--- src/rtl/muldiv_sequencer_if.sv ---
// Handshake and result bundle between the EX stage and the MIPS multiply/divide sequencer.
interface muldiv_sequencer_if #(
  parameter int WIDTH = 32
);
  logic             start_i;
  logic [1:0]       op_i;
  logic [WIDTH-1:0] a_i;
  logic [WIDTH-1:0] b_i;
  logic             flush_i;
  logic             busy_o;
  logic             done_o;
  logic [WIDTH-1:0] hi_o;
  logic [WIDTH-1:0] lo_o;

  modport master (
    output start_i, op_i, a_i, b_i, flush_i,
    input  busy_o, done_o, hi_o, lo_o
  );

  modport slave (
    input  start_i, op_i, a_i, b_i, flush_i,
    output busy_o, done_o, hi_o, lo_o
  );
endinterface

--- src/rtl/muldiv_sequencer.sv ---
// Multi-cycle MULT/MULTU/DIV/DIVU sequencer owning HI/LO; one 33-bit add/sub per iteration.
// Optional zero-operand shortcut enabled by defining MULDIV_EARLY_OUT_EN.
module muldiv_sequencer #(
  parameter int WIDTH = 32
) (
  input logic              clk,
  input logic              rst,
  muldiv_sequencer_if.slave bus
);

  localparam int CW = (WIDTH > 1) ? $clog2(WIDTH) : 1;

  typedef enum logic [1:0] {S_IDLE, S_PREP, S_RUN, S_FIX} state_e;

  state_e           state_q, state_d;
  logic [CW-1:0]    cnt_q, cnt_d;
  logic [1:0]       op_q, op_d;
  logic [WIDTH-1:0] a_q, a_d, b_q, b_d;
  logic [WIDTH-1:0] acc_q, acc_d;    // product high half / partial remainder
  logic [WIDTH-1:0] shr_q, shr_d;    // multiplier (shifts out) / quotient (shifts in)
  logic [WIDTH-1:0] opnd_q, opnd_d;  // multiplicand / divisor magnitude
  logic             neg_res_q, neg_res_d, neg_rem_q, neg_rem_d;
  logic             done_q, done_d;
  logic [WIDTH-1:0] hi_q, hi_d, lo_q, lo_d;

  logic             is_div, is_signed, b_zero;
  logic [WIDTH-1:0] abs_a, abs_b;
  logic [WIDTH:0]   add_x, add_y;
  logic             add_sub;
  logic [WIDTH+1:0] add_res;
  logic [WIDTH:0]   mul_t;
  logic [2*WIDTH-1:0] prod, prod_fix;

  assign is_div    = op_q[1];
  assign is_signed = ~op_q[0];
  assign b_zero    = (b_q == '0);
  assign abs_a     = (is_signed && a_q[WIDTH-1]) ? -a_q : a_q;
  assign abs_b     = (is_signed && b_q[WIDTH-1]) ? -b_q : b_q;

  // Shared 33-bit adder: add for MUL, subtract (~b, cin=1) for DIV; bit WIDTH+1 is the no-borrow flag.
  assign add_sub = is_div;
  assign add_x   = is_div ? {acc_q, shr_q[WIDTH-1]} : {1'b0, acc_q};
  assign add_y   = {1'b0, opnd_q};
  assign add_res = {1'b0, add_x} + {1'b0, add_y ^ {(WIDTH+1){add_sub}}}
                 + {{(WIDTH+1){1'b0}}, add_sub};

  assign mul_t    = shr_q[0] ? add_res[WIDTH:0] : {1'b0, acc_q};
  assign prod     = {acc_q, shr_q};
  assign prod_fix = neg_res_q ? -prod : prod;

  always_comb begin
    // NOTE: every _d gets its hold value first so no path through the case can infer a latch.
    state_d   = state_q;
    cnt_d     = cnt_q;
    op_d      = op_q;
    a_d       = a_q;
    b_d       = b_q;
    acc_d     = acc_q;
    shr_d     = shr_q;
    opnd_d    = opnd_q;
    neg_res_d = neg_res_q;
    neg_rem_d = neg_rem_q;
    done_d    = 1'b0;
    hi_d      = hi_q;
    lo_d      = lo_q;

    unique case (state_q)
      S_IDLE: begin
        if (bus.start_i && !bus.flush_i) begin
          op_d    = bus.op_i;
          a_d     = bus.a_i;
          b_d     = bus.b_i;
          state_d = S_PREP;
        end
      end
      S_PREP: begin
        neg_res_d = is_signed & (a_q[WIDTH-1] ^ b_q[WIDTH-1]);
        neg_rem_d = is_signed & a_q[WIDTH-1];
        acc_d     = '0;
        shr_d     = is_div ? abs_a : abs_b;
        opnd_d    = is_div ? abs_b : abs_a;
        cnt_d     = '0;
        state_d   = S_RUN;
`ifdef MULDIV_EARLY_OUT_EN
        // Zero operand: clear the working product/quotient so FIX yields the same result as a full run.
        if (a_q == '0 || b_zero) begin
          shr_d   = '0;
          state_d = S_FIX;
        end
`endif
      end
      S_RUN: begin
        if (is_div) begin
          acc_d = add_res[WIDTH+1] ? add_res[WIDTH-1:0] : add_x[WIDTH-1:0];
          shr_d = {shr_q[WIDTH-2:0], add_res[WIDTH+1]};
        end else begin
          acc_d = mul_t[WIDTH:1];
          shr_d = {mul_t[0], shr_q[WIDTH-1:1]};
        end
        cnt_d = cnt_q + 1'b1;
        if (cnt_q == CW'(WIDTH - 1)) state_d = S_FIX;
      end
      S_FIX: begin
        state_d = S_IDLE;
        done_d  = 1'b1;
        if (!is_div) begin
          hi_d = prod_fix[2*WIDTH-1:WIDTH];
          lo_d = prod_fix[WIDTH-1:0];
        end else if (b_zero) begin
          hi_d = a_q;
          lo_d = '1;
        end else begin
          hi_d = neg_rem_q ? -acc_q : acc_q;
          lo_d = neg_res_q ? -shr_q : shr_q;
        end
      end
      default: state_d = S_IDLE;
    endcase

    // A squash abandons the operation, including a pending HI/LO write in FIX.
    if (bus.flush_i && state_q != S_IDLE) begin
      state_d = S_IDLE;
      done_d  = 1'b0;
      hi_d    = hi_q;
      lo_d    = lo_q;
    end
  end

  // NOTE: sequential state uses non-blocking assignments so every flop samples pre-edge values.
  always_ff @(posedge clk or posedge rst) begin
    if (rst) begin
      state_q   <= S_IDLE;
      cnt_q     <= '0;
      op_q      <= '0;
      a_q       <= '0;
      b_q       <= '0;
      acc_q     <= '0;
      shr_q     <= '0;
      opnd_q    <= '0;
      neg_res_q <= 1'b0;
      neg_rem_q <= 1'b0;
      done_q    <= 1'b0;
      hi_q      <= '0;
      lo_q      <= '0;
    end else begin
      state_q   <= state_d;
      cnt_q     <= cnt_d;
      op_q      <= op_d;
      a_q       <= a_d;
      b_q       <= b_d;
      acc_q     <= acc_d;
      shr_q     <= shr_d;
      opnd_q    <= opnd_d;
      neg_res_q <= neg_res_d;
      neg_rem_q <= neg_rem_d;
      done_q    <= done_d;
      hi_q      <= hi_d;
      lo_q      <= lo_d;
    end
  end

  assign bus.busy_o = (state_q != S_IDLE);
  assign bus.done_o = done_q;
  assign bus.hi_o   = hi_q;
  assign bus.lo_o   = lo_q;

endmodule

--- src/flat_wrapper.sv ---
// flat-port wrapper written by rule: the top's interface ports become plain ports
module muldiv_sequencer_flat 
#(
  parameter int WIDTH = 32
)
  (clk, rst, bus_start_i, bus_op_i, bus_a_i, bus_b_i, bus_flush_i, bus_busy_o, bus_done_o, bus_hi_o, bus_lo_o);
  muldiv_sequencer_if #(.WIDTH(WIDTH)) bus_i ();
  input logic clk;
  input logic rst;
  input wire logic [$bits(bus_i.start_i)-1:0] bus_start_i;
  input wire logic [$bits(bus_i.op_i)-1:0] bus_op_i;
  input wire logic [$bits(bus_i.a_i)-1:0] bus_a_i;
  input wire logic [$bits(bus_i.b_i)-1:0] bus_b_i;
  input wire logic [$bits(bus_i.flush_i)-1:0] bus_flush_i;
  output wire logic [$bits(bus_i.busy_o)-1:0] bus_busy_o;
  output wire logic [$bits(bus_i.done_o)-1:0] bus_done_o;
  output wire logic [$bits(bus_i.hi_o)-1:0] bus_hi_o;
  output wire logic [$bits(bus_i.lo_o)-1:0] bus_lo_o;
  assign bus_i.start_i = bus_start_i;
  assign bus_i.op_i = bus_op_i;
  assign bus_i.a_i = bus_a_i;
  assign bus_i.b_i = bus_b_i;
  assign bus_i.flush_i = bus_flush_i;
  assign bus_busy_o = bus_i.busy_o;
  assign bus_done_o = bus_i.done_o;
  assign bus_hi_o = bus_i.hi_o;
  assign bus_lo_o = bus_i.lo_o;
  muldiv_sequencer #(.WIDTH(WIDTH)) u_core (.clk(clk), .rst(rst), .bus(bus_i));
endmodule
--- config.mk ---
export PLATFORM = sky130hd
export DESIGN_NAME = muldiv_sequencer_flat
export DESIGN_NICKNAME = d
export VERILOG_FILES = /design/src/rtl/muldiv_sequencer_if.sv /design/src/rtl/muldiv_sequencer.sv /design/src/flat_wrapper.sv
export SDC_FILE = /design/constraint.sdc
export NUM_CORES = 1
export LEC_CHECK = 0
export CAP_MARGIN = 10
export CORE_MARGIN = 4
export CORE_UTILIZATION = 40
export DETAILED_ROUTE_END_ITERATION = 12
export DONT_BUFFER_PORTS = 1
export GPL_TIMING_DRIVEN = 0
export SLEW_MARGIN = 20
export SYNTH_ARGS = -nofsm -noshare
export SYNTH_HDL_FRONTEND = slang
export SYNTH_SLANG_ARGS = --single-unit
--- constraint.sdc ---
create_clock -name clk -period 21.2 [get_ports clk]
set_input_delay 5.3 -clock clk [delete_from_list [all_inputs] [get_ports clk]]
set_output_delay 5.3 -clock clk [all_outputs]
set_load 0.02 [all_outputs]
==> results of run 1 <==
## metrics by stage
| stage | worst slack (ns) | instance area (um^2) |
|---|---|---|
| 4_1_cts | 14.07 | 19000 |
| 3_5_place_dp | 13.48 | 18000 |
| 5_1_grt | 13.98 | 19000 |
| 6_report | 14.03 | 19000 |
| 3_3_place_gp | 6.49 | 18000 |
| 2_1_floorplan | 9.43 | 17300 |
## cell usage in the layout, fill, tap and decap left out, types with 7 or more instances in the layout
cell,n
mux4_2,19
nand4_1,18
buf_1,20
a21oi_1,111
clkbuf_1,114
nor2_1,179
dfrtp_1,236
xor2_1,86
inv_1,62
xnor2_1,122
a21o_1,19
or3_1,18
buf_2,18
ha_1,42
nor4_1,12
o22ai_1,14
o21ai_0,169
nand2_1,240
nor2b_1,7
nor3_1,34
o41ai_1,19
or4_1,15
o221ai_1,19
nand2b_1,13
o32ai_1,8
a211oi_1,23
and3_1,8
clkbuf_16,29
mux2i_1,24
o31ai_1,40
a22oi_1,9
o211ai_1,23
or2_2,8
a31oi_1,11
nand3_1,35
clkbuf_8,7
mux2_2,103
## state kept, by name, summed over array words and instances (netlist names)
name               count
u_core.state_q         2
u_core.acc_q          32
u_core.op_q            2
u_core.opnd_q         32
u_core.bus.done_o      1
u_core.a_q            32
u_core.bus.hi_o       32
u_core.shr_q          32
u_core.neg_res_q       1
u_core.bus.lo_o       32
u_core.neg_rem_q       1
u_core.b_q            32
u_core.cnt_q           5
## cell families after synthesis
kind of cell             Yosys count  share of synthesized area [%]
flip-flops                       236                           34.2
AO/OA/AOI/OAI                    537                           20.2
multiplexers                     146                           10.6
XOR/XNOR                         208                           10.6
adder cells (fa/ha/maj)           43                           3.16
AND/OR/NAND/NOR                  614                           16.4
buffers and inverters            217                           4.86
## worst max path at each step
stage                                            endpoint  slack [ns]  cells past startpoint
after global routing           u_core.a_q[14]$_DFFE_PP0P_       13.98                      5
after global placement    u_core.bus.hi_o[17]$_DFFE_PP0P_        6.49                      1
after detailed placement       u_core.a_q[16]$_DFFE_PP0P_       13.48                      5
after CTS                       u_core.b_q[5]$_DFFE_PP0P_       14.07                      5
after floorplan                 u_core.a_q[0]$_DFFE_PP0P_        9.43                      1
final                          u_core.a_q[14]$_DFFE_PP0P_       14.03                      5
## cells in the mapped netlist (19+ instances only)
master,number
o41ai_1,19
mux2_2,103
o21ai_0,169
dfrtp_1,236
xnor2_1,122
a211oi_1,23
o221ai_1,19
nor2_1,179
xor2_1,86
nand2_1,240
mux2i_1,24
ha_1,42
a21o_1,19
nand3_1,35
o31ai_1,40
inv_1,63
mux4_2,19
clkbuf_1,111
a21oi_1,111
buf_1,20
nor3_1,34
o211ai_1,23
## routing by layer
layer,part of all wire [%],GRT usage [%]
met3,11,7.69
met4,6.1,15.2
met1,42,42.5
met5,0,0
met2,41,43.3
## cell type report
class | count | area share (%)
multi-input combinational | 1548 | 55.3
sequential | 236 | 31.1
clock buffer | 39 | 4.38
tap | 577 | 3.80
buffer | 150 | 3.09
inverter | 67 | 1.36
clock inverter | 13 | 0.717
timing repair buffer | 2 | 0.290
## critical path: cells and delay by family
family | cells | cell delay, ns
buffers and inverters | 2 | 1.53
multiplexers | 1 | 0.41
AND/OR/NAND/NOR | 2 | 0.35
==> qor.txt, run 1 <==
Synth Area per Inst = 8.62 um^2
unrepaired setup endpoints after global routing = no
ys async rst share = 100%
FF-to-FF setup slack = 14.46 ns
clk slew on worst S/H paths = 0.06 ns
routed wire length = 72700 um
post-CTS sizing = 0
multi-input combinational cell area = 10500 um^2
Worst R2R Start = u_core.op_q[1]$_DFFE_PP0P_
final core occ = 44.9%
hold crit path type = flop to flop
hold path start = u_core.cnt_q[3]$_DFFE_PP0P_
# DRC = 0
Seq/Total Area, Yosys = 34.2%
EDFF count, synth = 0
FF+latch count, synth = 236
post-synth net total = 2114
final setup violation count = 0
fin cells = 2632
run status = complete, no violations
pin count of the biggest net entering global routing = 97
Worst setup EP type = flop
Total Nets Final = 2146
Vias = 16700
hold-fix buffers at CTS = 0
global-route wire length before repair = 107000 um
TritonCTS clock tree = done
register area = 5910 um^2
Slew Limit Fails = 0
Setup TNS = 0 ns
Arr. time, crit path = 7.61 ns
CTS buffer count = 28
GRT overflow = 0
Req. time, crit path = 21.65 ns
Port Buffers = 0
final clock skew = 0.0177 ns
DP Cell Count = 2580
WL/cell = 27.6 um
initial antenna violation count = 0
CP Launch Point = bus_start_i
Worst path slowest cell = clkbuf_1
top cell type by total area after synthesis = dfrtp_1
Endpoint, Worst Hold = u_core.cnt_q[3]$_DFFE_PP0P_
first-pass detailed-route iteration total = 6
total die area = 46500 um^2
crit path max fanout = 10
CP startpoint kind = primary input
post-route ant nets = 0
die span in x = 216 um
starting density of the core = 40.8%
Area Overhead vs Synth = 10.2%
Fin. Hold Viols = 0
clock latency at the later pin of the worst-skew pair = 0.58 ns
distinct cell type count after synthesis = 85
n_diodes = 0
Longest Clk Path Bufs = 3
Max-cap violations = 0
setup fix buffers added after clock tree synthesis = 0
core footprint = 42300 um^2
gpl congestion = 1.03
initial drt markers = 2102
dominant synthesized flop cell = dfrtp_1
Synthesis Warnings = 0
Hold WS = 0.481 ns
maximum clock frequency = 140 MHz
Synth Instances = 2001
synthesized cell area = 17300 um^2
GRT Total Usage = 30.3%
cells along the critical path = nor2b_1 > nand2_1 > clkbuf_1 > clkbuf_1 > mux2_2
Fill cells = 4219
final period utilization = 33.8%
H-tree depth = 1
Cell Rows = 75
Synth area leaders = dfrtp_1 34%, mux2_2 6.7%, xnor2_1 6.2%
I/O Pins = 136
fraction of layout cells with a size suffix above 1 = 11.0%
R2R Path End = u_core.acc_q[23]$_DFFE_PP0P_
post-synth top area share = 34.2%
Worst Path Class, Setup = primary input to flop
clock tree root buffer cell = clkbuf_16
post-detail-place hpwl = 56200 um
Vias per Instance = 6.35
delay of the slowest cell on the worst path = 0.77 ns
Final min period = 7.17 ns
die height = 216 um
worst-margin pin slew = 1.21 ns
reg2reg path depth = 16
Hold Crit Depth = 1
Worst slew margin = 19.4%
crit-path most repeated cell = clkbuf_1
number of global-route vias before repair = 16000
CTS sink count = 236
Power of run 1 is not shown: default switching activity piles up to over one toggle a cycle in this logic, so the estimate is an artifact.
==> run 2: changes to the inputs <==
==> constraint.sdc (replaced) <==
create_clock -name clk -period 7.09 [get_ports clk]
set_input_delay 1.7725 -clock clk [delete_from_list [all_inputs] [get_ports clk]]
set_output_delay 1.7725 -clock clk [all_outputs]
set_load 0.02 [all_outputs]
==> qor.txt, run 2 (synthesized netlist as in run 1, its figures left out) <==
run status = complete, no violations
pin count of the biggest net entering global routing = 36 (-63%)
core footprint = 42300 um^2 (unchanged)
starting density of the core = 40.8% (unchanged)
TritonCTS clock tree = done
Hold WS = 0.477 ns (-0.00397 ns)
fraction of layout cells with a size suffix above 1 = 11.3% (+0.26 points)
Req. time, crit path = 7.54 ns (-14.11 ns)
Fill cells = 4168 (-1.2%)
most frequent cells in the layout = 240 x nand2_1, 236 x dfrtp_1, 179 x nor2_1
initial drt markers = 1922 (-8.6%)
post-CTS sizing = 0 (unchanged)
commonest non-fill, non-tap cell in the layout = nand2_1
register area = 5910 um^2 (unchanged)
Longest Clk Path Bufs = 3 (unchanged)
# DRC = 0 (unchanged)
first-pass detailed-route iteration total = 7 (+1)
gpl congestion = 1.00 (-2.2%)
final clock skew = 0.0223 ns (+0.00460 ns)
H-tree depth = 1 (unchanged)
Total Nets Final = 2152 (+0.28%)
Arr. time, crit path = 7.43 ns (-0.18 ns)
CP startpoint kind = flop
WL/cell = 27.6 um (-0.20%)
hold crit path type = flop to flop
clock latency at the later pin of the worst-skew pair = 0.58 ns (about the same)
clock tree root buffer cell = clkbuf_16
maximum clock frequency = 143 MHz
Port Buffers = 0 (unchanged)
GRT overflow = 0 (unchanged)
GRT Total Usage = 30.2% (-0.12 points)
hold-fix buffers at CTS = 0 (unchanged)
initial antenna violation count = 2 (+2)
n_diodes = 0 (unchanged)
Worst slew margin = 17.8% (-1.6 points)
post-route ant nets = 0 (unchanged)
Slew Limit Fails = 0 (unchanged)
routed wire length = 72800 um (about the same)
CTS buffer count = 28 (unchanged)
Worst setup EP type = flop
global-route wire length before repair = 106000 um (-0.71%)
number of global-route vias before repair = 16000 (-0.36%)
total die area = 46500 um^2 (unchanged)
Area Overhead vs Synth = 11.5%
unrepaired setup endpoints after global routing = no
setup fix buffers added after clock tree synthesis = 0 (unchanged)
Final min period = 6.98 ns
CTS sink count = 236 (unchanged)
Cell Rows = 75 (unchanged)
crit path max fanout = 10 (unchanged)
Vias = 16600 (-0.61%)
Setup TNS = 0 ns (unchanged)
multi-input combinational cell area = 10500 um^2 (unchanged)
I/O Pins = 136 (unchanged)
die span in x = 216 um (unchanged)
Fin. Hold Viols = 0 (unchanged)
Vias per Instance = 6.30 (-0.84%)
clk slew on worst S/H paths = 0.06 ns (about the same)
post-detail-place hpwl = 56600 um (+0.65%)
final period utilization = 98.4%
die height = 216 um (unchanged)
Worst Path Class, Setup = flop to flop
final setup violation count = 0 (unchanged)
worst-margin pin slew = 1.23 ns (+0.0197 ns)
Max-cap violations = 0 (unchanged)
[run 2: through the flow]
step | area, um^2 | worst slack [ns] | util [%] | std cells
floorplan | 17300 | 2.23 | - | 2001
global placement | 18000 | 0.551 | 42.5 | 2578
detailed placement | 18100 | 0.503 | 42.9 | 2586
CTS | 19200 | 0.528 | 45.5 | 2638
global route | 19200 | 0.143 | 45.5 | 2638
finish | 19200 | 0.110 | 45.5 | 2638
[run 2: path summary, 6_finish.rpt]
path                                             startpoint  cells after the start  slack (ns)                           end
worst min-delay path            u_core.cnt_q[3]$_DFFE_PP0P_                      1        0.48   u_core.cnt_q[3]$_DFFE_PP0P_
worst max register to register   u_core.op_q[1]$_DFFE_PP0P_                     16        0.11  u_core.acc_q[23]$_DFFE_PP0P_
max in group asynchronous                               rst                      4        5.00     u_core.a_q[9]$_DFFE_PP0P_
worst min register to register  u_core.cnt_q[3]$_DFFE_PP0P_                      1        0.48   u_core.cnt_q[3]$_DFFE_PP0P_
worst max-delay path             u_core.op_q[1]$_DFFE_PP0P_                     16        0.11  u_core.acc_q[23]$_DFFE_PP0P_
min in group asynchronous                               rst                      1        1.07  u_core.shr_q[23]$_DFFE_PP0P_
[run 2: critical path, stage by stage (launching register included)]
cell       delay (ns)
dfrtp_1          0.37
buf_2            0.39
buf_1            0.51
clkbuf_1         0.63
clkbuf_1         0.56
xor2_1           0.49
ha_1             0.32
buf_2            0.18
a2111oi_0        0.78
o2111ai_1        0.23
nand3_1          0.28
o211ai_4         0.16
a21boi_0         0.44
buf_2            0.35
buf_1            0.61
o221ai_1         0.20
o2bb2ai_1        0.34
[run 2: per-layer routing]
metal | vias to the layer above | part of all wire (%) | global-route usage, % | routed length, um
li1 | 7250 | - | - | -
met1 | 8142 | 42 | 41.6 | 30400
met2 | 1053 | 41 | 43.9 | 30100
met3 | 168 | 11 | 9.07 | 8320
met4 | 2 | 5.5 | 13.3 | 4000
met5 | - | 0.018 | 0 | 13
[run 2: cell type report]
| cell class | count | share of cell area, % |
|---|---|---|
| multi-input cells | 1548 | 54.6 |
| flip-flops and latches | 236 | 30.7 |
| clock buffers | 37 | 4.19 |
| well taps | 577 | 3.75 |
| plain buffers | 150 | 3.05 |
| clock inverters | 15 | 1.49 |
| inverters | 67 | 1.33 |
| repair buffers | 8 | 0.871 |
Power of run 2 is left out for the same reason.
